`config.mk`:
```
export PLATFORM = sky130hd
export DESIGN_NAME = fetch_stage
export DESIGN_NICKNAME = d
export VERILOG_FILES = /design/src/rtl/fetch_stage_pkg.sv /design/src/rtl/fetch_stage.sv
export SDC_FILE = /design/constraint.sdc
export NUM_CORES = 1
export LEC_CHECK = 0
export BUFFER_PORTS_ARGS = -buffer_cell sky130_fd_sc_hd__buf_4
export CORE_MARGIN = 10
export CORE_UTILIZATION = 50
export DETAILED_ROUTE_END_ITERATION = 7
export HOLD_SLACK_MARGIN = 0.02
export PLACE_DENSITY = 0.83
export SYNTH_ARGS = -nofsm -noshare
export SYNTH_HDL_FRONTEND = slang
export SYNTH_SLANG_ARGS = --single-unit
export TNS_END_PERCENT = 5
```
`constraint.sdc`:
```
create_clock -name clk -period 11.05 [get_ports clk]
set_clock_uncertainty 0.2 [all_clocks]
set_input_delay 0 -clock clk [delete_from_list [all_inputs] [get_ports clk]]
set_output_delay 0 -clock clk [all_outputs]
set_load 0.1 [all_outputs]
```
`src/rtl/fetch_stage_pkg.sv`:
```
// Shared pipeline types for the instruction-fetch stage: D register layout,
// instruction-bus request/response bundles, fetch FSM states.
package fetch_stage_pkg;

    localparam logic [31:0] RESET_PC_DEFAULT = 32'hbfc0_0000;

    typedef enum logic [1:0] {
        REQ  = 2'd0,
        WAIT = 2'd1,
        GOT  = 2'd2
    } fetch_state_t;

    typedef struct packed {
        logic        valid;
        logic [31:0] pc;
        logic [31:0] imp;
        logic        adel;
    } D_type;

    typedef struct packed {
        logic        valid;
        logic [31:0] addr;
    } ibus_req_t;

    typedef struct packed {
        logic        addr_ok;
        logic        data_ok;
        logic [31:0] data;
    } ibus_resp_t;

endpackage

```
`src/rtl/fetch_stage.sv`:
```
// Instruction fetch: owns the PC, one outstanding ibus request, 1-entry return buffer, D register.
// Latency: D loads on the edge after data_ok (bypass), so 1 cycle/instr only with same-cycle addr_ok/data_ok.
// Backpressure: stall holds D; a returning word parks in the buffer and no new request is issued.
module fetch_stage
    import fetch_stage_pkg::*;
#(
    parameter logic [31:0] RESET_PC = RESET_PC_DEFAULT
) (
    input  logic        clk,
    input  logic        reset,
    output logic        ireq_valid,
    output logic [31:0] ireq_addr,
    input  logic        iresp_addr_ok,
    input  logic        iresp_data_ok,
    input  logic [31:0] iresp_data,
    input  logic        stall,
    input  logic        redirect,
    input  logic [31:0] redirect_pc,
    output logic        d_valid,
    output logic [31:0] d_pc,
    output logic [31:0] d_instr,
    output logic        d_adel
);

    fetch_state_t state, state_nxt;
    ibus_req_t    ireq;
    ibus_resp_t   iresp;
    D_type        d_q;

    logic [31:0] fetch_pc;
    logic [31:0] next_pc;
    logic [31:0] buf_instr;
    logic [31:0] word;
    logic        redir_pending;
    logic [31:0] redir_target;
    logic        misaligned;
    logic        word_avail;
    logic        transfer;

    assign iresp      = '{addr_ok: iresp_addr_ok, data_ok: iresp_data_ok, data: iresp_data};
    assign misaligned = |fetch_pc[1:0];

    // A misaligned PC never reaches the bus; it behaves as an already-fetched NOP.
    always_comb begin
        word_avail = 1'b0;
        word       = buf_instr;
        case (state)
            REQ: begin
                if (misaligned) begin
                    word_avail = 1'b1;
                    word       = 32'd0;
                end else begin
                    word_avail = iresp.addr_ok & iresp.data_ok;
                    word       = iresp.data;
                end
            end
            WAIT: begin
                word_avail = iresp.data_ok;
                word       = iresp.data;
            end
            GOT: begin
                word_avail = 1'b1;
                word       = buf_instr;
            end
            default: begin
                word_avail = 1'b0;
                word       = buf_instr;
            end
        endcase
    end

    assign transfer = word_avail & ~stall;

    always_ff @(posedge clk or posedge reset) begin
        if (reset) begin
            state <= REQ;
        end else begin
            state <= state_nxt;
        end
    end

    always_comb begin
        state_nxt = state;
        if (transfer) begin
            state_nxt = REQ;
        end else if (word_avail) begin
            state_nxt = GOT;
        end else if (state == REQ && !misaligned && iresp.addr_ok) begin
            state_nxt = WAIT;
        end
    end

    always_comb begin
        ireq.valid = (state == REQ) & ~misaligned & ~reset;
        ireq.addr  = fetch_pc;
    end

    assign ireq_valid = ireq.valid;
    assign ireq_addr  = ireq.addr;

    // Redirect in the transfer cycle means the word leaving now is the delay slot.
    always_comb begin
        if (redirect && !stall) begin
            next_pc = redirect_pc;
        end else if (redir_pending) begin
            next_pc = redir_target;
        end else begin
            next_pc = fetch_pc + 32'd4;
        end
    end

    always_ff @(posedge clk or posedge reset) begin
        if (reset) begin
            fetch_pc      <= RESET_PC;
            buf_instr     <= 32'd0;
            redir_pending <= 1'b0;
            redir_target  <= 32'd0;
        end else begin
            if (transfer) begin
                fetch_pc      <= next_pc;
                redir_pending <= 1'b0;
            end else if (redirect && !stall) begin
                redir_pending <= 1'b1;
                redir_target  <= redirect_pc;
            end
            if (word_avail && !transfer) begin
                buf_instr <= word;
            end
        end
    end

    always_ff @(posedge clk or posedge reset) begin
        if (reset) begin
            d_q <= '0;
        end else if (!stall) begin
            if (transfer) begin
                d_q <= '{valid: 1'b1, pc: fetch_pc, imp: word, adel: misaligned};
            end else begin
                d_q <= '0;
            end
        end
    end

    assign d_valid = d_q.valid;
    assign d_pc    = d_q.pc;
    assign d_instr = d_q.imp;
    assign d_adel  = d_q.adel;

endmodule

```
==> impl_metrics.csv, run 1 <==
group,metric,value,unit
timing,slew_headroom,22.84,%
synth,synth_adder_area_share,0.1650,%
job,maxCapViolCount,0,
synth,synth.top_cells.by_area,"sky130_fd_sc_hd__dfrtp_1, sky130_fd_sc_hd__nand2_1, sky130_fd_sc_hd__o21ai_0",
timing,period_needed,2995,ps
critical_path,timing.critical_path.fanout_max,24,
layout,share_of_final_layout_standard_cells_stronger_than_drive_strength_1,26.03,%
routing,drt-initial-drc-count,752,
clocking,number_of_h_tree_branching_levels,4,
routing,drt.antenna.violating_nets,0,
grt,globalRouteTotalUtil,23.45,%
clocking,cts-resized-gates,0,
die,die_area,20490,µm²
routing,post_drt_wl_per_cell,20.08,µm
synth,synth_simple_gate_area_share,15.10,%
clocking,cts_setup_buffers,0,
timing,timing.final.setup_violations,0,
routing,drt_pre_antenna_iters,5,
synth,synth_fp_nets,855,
timing,worst_pin_slew,1153,ps
grt,first_global_vias,6918,
critical_path,worstSetupPathType,"reg2reg",
timing,slew_violations,0,
synth,yosysTopAreaCell,"sky130_fd_sc_hd__dfrtp_1",
synth,synthesized_area_fraction_occupied_by_ao_oa_aoi_and_oai_cells,19.30,%
timing,post_route_clock_period_utilization,27.11,%
grt,number_of_antenna_violations_at_the_first_check_in_global_routing,2,
placement,gp_congestion,0.8633,
synth,combinational_family_with_the_most_area_after_synthesis,"compound AO/OA/AOI/OAI gates",
placement,place_area,8951,µm²
layout,post-route-cell-area,10330,µm²
clocking,cts.reportedPaths.clkPinSlew,80,ps
critical_path,cp.arrival,3090,ps
critical_path,worst_ep_required_time,11150,ps
synth,syn-mean-instance-area,9.673,µm²
layout,instances_no_fill,1204,
synth,synth_area,7584,µm²
timing,final_worst_setup_slack,8055,ps
grt,grt_overflow,0,
synth,synth_edf_count,0,
die,rows,44,
synth,xor_xnor_cell_area_share_of_the_yosys_netlist,1.617,%
layout,synthToLayoutAreaGrowth,36.18,%
grt,grt_start_max_net_pins,85,
synth,seq_area_frac_synth,54.59,%
synth,synthTopCellsByCount,"sky130_fd_sc_hd__nand2_1, sky130_fd_sc_hd__dfrtp_1, sky130_fd_sc_hd__o21ai_0, sky130_fd_sc_hd__clkbuf_1, sky130_fd_sc_hd__nor2_1",
critical_path,timing.critical_path.to_type,"register",
placement,place.detailed.hpwl,14850,µm
timing,setup_repair_after_global_routing_missed_its_margin,"no",
critical_path,setup.worst_path.start_class,"register",
die,core_area,14700,µm²
die,initial_standard_cell_utilization_of_the_core,51.59,%
min_path,worstHoldPathType,"in2async",
routing,drcViolationCount,0,
layout,nets,1076,
die,die_height,143.2,µm
timing,timing.setup.tns,0,ps
clocking,clockRootBuffer,"sky130_fd_sc_hd__clkbuf_16",
placement,buffer_ports.inserted,168,
routing,detailroute.via_count,7146,
routing,via_to_cell_ratio,5.935,
clocking,cts_tree,"yes",
synth,number_of_distinct_standard_cells_referenced_by_the_synthesized_netlist,55,
synth,synth.area.mux_share,5.428,%
placement,placed_cells,1090,
synth,ys_dominant_reg_cell,"sky130_fd_sc_hd__dfrtp_1",
grt,grt_pass1_wl,38120,µm
synth,post-synth-top-area-fraction,51.48,%
clocking,numCtsBuffers,17,
timing,final_hold_viol_count,0,
clocking,clock_sink_count,165,
synth,ys_async_sr_fraction,100.0,%
clocking,worstSkewPairLatency,430,ps
routing,finalWirelength,24180,µm
die,chipWidth,143.2,µm
timing,timing.fmax,333.9,MHz
placement,place_worst_setup_slack,8388,ps
outcome,run_status,"finished clean",
die,num_io_pins,169,
synth,synth_seq_cells,165,
synth,netlist_instances,784,
synth,post-synth-top-count-cell,"sky130_fd_sc_hd__nand2_1",
clocking,cts_buffer_depth,2,
synth,yosys_warnings,0,
per-stage QoR:
step	hold WS, ps	utilization, %
final	82.01	70.26
after global routing	130.5	70.26
after CTS	105.6	70.22
after floorplan	-110.2	-
after detailed placement	-13.12	60.90
after global placement	-15.34	60.90
final timing paths:
path                                  from  slack, ps  cells past startpoint                to
max                           ireq_addr[0]       8050                      6       d_instr[23]
min                                  reset         80                      3       d_instr[31]
max reg2reg                   ireq_addr[0]       8050                      6       d_instr[23]
min reg2reg                  buf_instr[13]        280                      2     buf_instr[13]
max in group asynchronous            reset       9040                      4  redir_target[15]
min in group clk           redirect_pc[16]        150                      3  redir_target[16]
kinds of logic (layout without fill, tap and decap cells):
kind of cell | Yosys count | after routing
flops | 165 | 165
buf+inv | 70 | 304
fa+ha+maj | 1 | 1
xor+xnor | 14 | 14
compound gates | 236 | 236
mux | 37 | 37
other cells | 0 | 2
simple gates | 261 | 261
worst max-delay path: stages (launching register included):
cell and delay [ps]:
sky130_fd_sc_hd__dfrtp_1 440, sky130_fd_sc_hd__nor3_1 450, sky130_fd_sc_hd__nor2_1 200, sky130_fd_sc_hd__o21ai_4 500, sky130_fd_sc_hd__buf_4 360, sky130_fd_sc_hd__o21ai_0 130
sky130_fd_sc_hd__dlygate4sd3_1 580
sequential cells by signal (all words and copies together) (netlist names):
register	count
d_instr	32
d_adel	1
d_valid	1
ireq_addr	32
buf_instr	32
redir_target	32
redir_pending	1
d_pc	32
state	2
per-layer routing:
metal  track usage (%)  part of all wire [%]  vias up
met5                 0                     0        -
met4             13.03                   4.6        0
met3             5.008                   8.0       73
met2             37.41                    48      371
met1             29.12                    40     3467
li1                  -                     -     3235
area by class of cell:
| class | instances | area, µm² |
|---|---|---|
| repair buffers | 259 | 2145 |
| diodes | 2 | 5.005 |
| fillers | 1005 | 4372 |
| multi-input cells | 549 | 3183 |
| well taps | 184 | 230.2 |
| clock buffers | 17 | 425.4 |
| inverters | 13 | 53.80 |
| clock inverters | 15 | 145.1 |
| flip-flops and latches | 165 | 4140 |
timing repair:
item	in CTS	in global routing
hold buffers	80	0
hold endpoints to repair	210	0
setup endpoints to repair	0	0
placed cells by master, fill, tap and decap left out, types with 3 or more instances in the layout:
cell type	netlist	layout
sky130_fd_sc_hd__and4_1	4	4
sky130_fd_sc_hd__o211ai_1	5	5
sky130_fd_sc_hd__a221oi_1	3	3
sky130_fd_sc_hd__nor2_1	38	36
sky130_fd_sc_hd__o22ai_1	5	5
sky130_fd_sc_hd__o21a_1	4	4
sky130_fd_sc_hd__nand2_1	159	159
sky130_fd_sc_hd__nor3_1	8	8
sky130_fd_sc_hd__a211oi_1	3	3
sky130_fd_sc_hd__a21o_1	3	3
sky130_fd_sc_hd__nand4_1	9	9
sky130_fd_sc_hd__mux2i_1	4	4
sky130_fd_sc_hd__and3_1	10	10
sky130_fd_sc_hd__nand2b_1	5	5
sky130_fd_sc_hd__nand3_1	12	12
sky130_fd_sc_hd__nor4_1	6	6
sky130_fd_sc_hd__mux2_2	33	33
sky130_fd_sc_hd__a21oi_1	23	23
sky130_fd_sc_hd__a221o_1	6	6
sky130_fd_sc_hd__a22o_1	6	6
sky130_fd_sc_hd__xnor2_1	8	8
sky130_fd_sc_hd__dfrtp_1	156	156
sky130_fd_sc_hd__inv_6	0	8
sky130_fd_sc_hd__clkinv_2	0	3
sky130_fd_sc_hd__inv_1	13	12
sky130_fd_sc_hd__clkbuf_16	0	17
sky130_fd_sc_hd__dlygate4sd3_1	0	80
sky130_fd_sc_hd__xor2_1	6	6
sky130_fd_sc_hd__buf_4	3	179
sky130_fd_sc_hd__o21ai_0	119	118
sky130_fd_sc_hd__o31ai_1	7	7
sky130_fd_sc_hd__a22oi_1	36	36
sky130_fd_sc_hd__dfstp_2	9	9
Power of run 1 is left out: the tool's default activity adds up to more than one toggle a clock period on the data nets, which glitch-free logic cannot reach.
==> run 2: changes to the inputs <==
--- a/config.mk
+++ b/config.mk
@@ -7,10 +7,10 @@
 export LEC_CHECK = 0
 export BUFFER_PORTS_ARGS = -buffer_cell sky130_fd_sc_hd__buf_4
 export CORE_MARGIN = 10
-export CORE_UTILIZATION = 50
+export CORE_UTILIZATION = 49
 export DETAILED_ROUTE_END_ITERATION = 7
 export HOLD_SLACK_MARGIN = 0.02
-export PLACE_DENSITY = 0.83
+export PLACE_DENSITY = 0.84
 export SYNTH_ARGS = -nofsm -noshare
 export SYNTH_HDL_FRONTEND = slang
 export SYNTH_SLANG_ARGS = --single-unit
==> constraint.sdc (replaced) <==
create_clock -name clk -period 2.4 [get_ports clk]
set_clock_uncertainty 0.2 [all_clocks]
set_input_delay 0 -clock clk [delete_from_list [all_inputs] [get_ports clk]]
set_output_delay 0 -clock clk [all_outputs]
set_load 0.1 [all_outputs]
==> impl_metrics.csv, run 2 (synthesis results as in run 1) <==
group,metric,value,unit
layout,multiInputGateArea,3194,µm²
layout,num_antenna_cells,0,
critical_path,worst_ep_required_time,2560,ps
layout,synthToLayoutAreaGrowth,38.57,%
die,initial_standard_cell_utilization_of_the_core,49.88,%
critical_path,worst_r2r_path_depth,5,
die,rows,45,
clocking,cts_buffer_depth,2,
layout,mostFrequentLayoutCells,"sky130_fd_sc_hd__buf_4, sky130_fd_sc_hd__nand2_1, sky130_fd_sc_hd__dfrtp_1",
layout,share_of_final_layout_standard_cells_stronger_than_drive_strength_1,28.13,%
routing,via_to_cell_ratio,5.868,
critical_path,timing.critical_path.to_type,"register",
routing,drt-initial-drc-count,687,
layout,instances_no_fill,1219,
critical_path,setup.worst_path.start_class,"register",
critical_path,rr_startpoint,"ireq_addr[12]",
grt,first_global_vias,7097,
job,maxCapViolCount,0,
clocking,numCtsBuffers,17,
critical_path,worstSetupPathType,"reg2reg",
timing,timing.fmax,442.4,MHz
routing,finalWirelength,23970,µm
routing,post_drt_wl_per_cell,19.66,µm
layout,most_common_cell_after_layout_fill_and_taps_aside,"sky130_fd_sc_hd__buf_4",
timing,slew_headroom,57.00,%
layout,regArea,4140,µm²
grt,number_of_antenna_violations_at_the_first_check_in_global_routing,0,
critical_path,list_of_cells_traversed_by_the_critical_path,"and4_1, nand4_1, or4_1, a31o_1, a32oi_1",
grt,globalRouteTotalUtil,22.86,%
die,die_height,144.4,µm
grt,grt_start_max_net_pins,65,
critical_path,r2r-end,"ireq_addr[29]",
critical_path,family_with_the_most_delay_on_the_worst_path,"simple AND/OR/NAND/NOR gates",
critical_path,cp.arrival,2420,ps
timing,post_route_clock_period_utilization,94.19,%
die,core_area,15200,µm²
critical_path,reg2reg_slack,140,ps
critical_path,cpMaxStageDelayCell,"sky130_fd_sc_hd__or4_1",
outcome,run_status,"finished clean",
die,num_io_pins,169,
routing,detailroute.via_count,7153,
clocking,worstSkewPairLatency,440,ps
routing,drt_pre_antenna_iters,5,
min_path,worstHoldPathType,"in2async",
timing,period_needed,2260,ps
placement,placed_cells,1118,
clocking,cts_setup_buffers,0,
routing,drcViolationCount,0,
die,die_area,20850,µm²
clocking,number_of_h_tree_branching_levels,4,
clocking,clockRootBuffer,"sky130_fd_sc_hd__clkbuf_16",
placement,gp_congestion,0.9095,
die,chipWidth,144.4,µm
critical_path,cpPeakStageDelay,580,ps
grt,grt_overflow,0,
timing,worst_pin_slew,643.6,ps
clocking,clock_sink_count,165,
grt,grt_pass1_wl,37450,µm
timing,final_hold_viol_count,0,
clocking,cts_tree,"yes",
timing,timing.final.setup_violations,0,
layout,num-fill-cells,1075,
timing,slew_violations,0,
placement,place.detailed.hpwl,15690,µm
timing,setup_repair_after_global_routing_missed_its_margin,"no",
layout,final_core_utilization,69.13,%
placement,buffer_ports.inserted,168,
layout,nets,1089,
routing,drt.antenna.violating_nets,0,
clocking,cts.reportedPaths.clkPinSlew,70,ps
critical_path,cp.buffers_inverters,0,
critical_path,timing.critical_path.fanout_max,7,
run 2: metal layers:
layer	part of all wire [%]	vias to the layer above	GRT usage, %
li1	-	3252	-
met1	40	3479	28.32
met2	48	352	36.55
met3	7.9	70	5.215
met4	4.1	0	11.91
met5	0	-	0
run 2: how the worst max path moves through the flow:
stage	startpoint	endpoint	slack, ps	cells past startpoint
final	ireq_addr[12]	ireq_addr[29]	140	5
after floorplan	ireq_addr[1]	ireq_valid	-1230	2
after global routing	state[0]	ireq_addr[26]	60	6
after CTS	ireq_addr[12]	ireq_addr[29]	150	5
after detailed placement	ireq_addr[10]	ireq_addr[15]	170	5
after global placement	ireq_addr[10]	ireq_addr[15]	210	5
run 2: worst register-to-register path, stage by stage, from the launching register on:
cell and delay, ps:
sky130_fd_sc_hd__dfrtp_1 440, sky130_fd_sc_hd__and4_1 310, sky130_fd_sc_hd__nand4_1 260, sky130_fd_sc_hd__or4_1 580, sky130_fd_sc_hd__a31o_1 240, sky130_fd_sc_hd__a32oi_1 160
run 2: cell type report:
cell class	instances	share of cell area (%)
sequential	165	39.40
multi-input combinational	549	30.40
clock buffer	18	4.084
tap	188	2.238
inverter	13	0.5001
clock inverter	14	1.595
timing repair buffer	272	21.79
run 2: stage by stage:
stage	hold slack [ps]	TNS, ps	area (µm²)	setup slack, ps
global route	105.0	0	10510	62.98
CTS	51.83	0	10500	149.0
floorplan	-110.2	-14700	7587	-1228
finish	57.75	0	10510	139.5
global placement	-74.29	0	9210	210.4
detailed placement	-64.33	0	9210	173.8
run 2: timing repair:
action / CTS / global route
hold endpoints to repair: 261 / 0
resized for setup: 0 / 2
hold buffers: 69 / 0
setup endpoints to repair: 0 / 2
Power of run 2 is left out for the same reason.
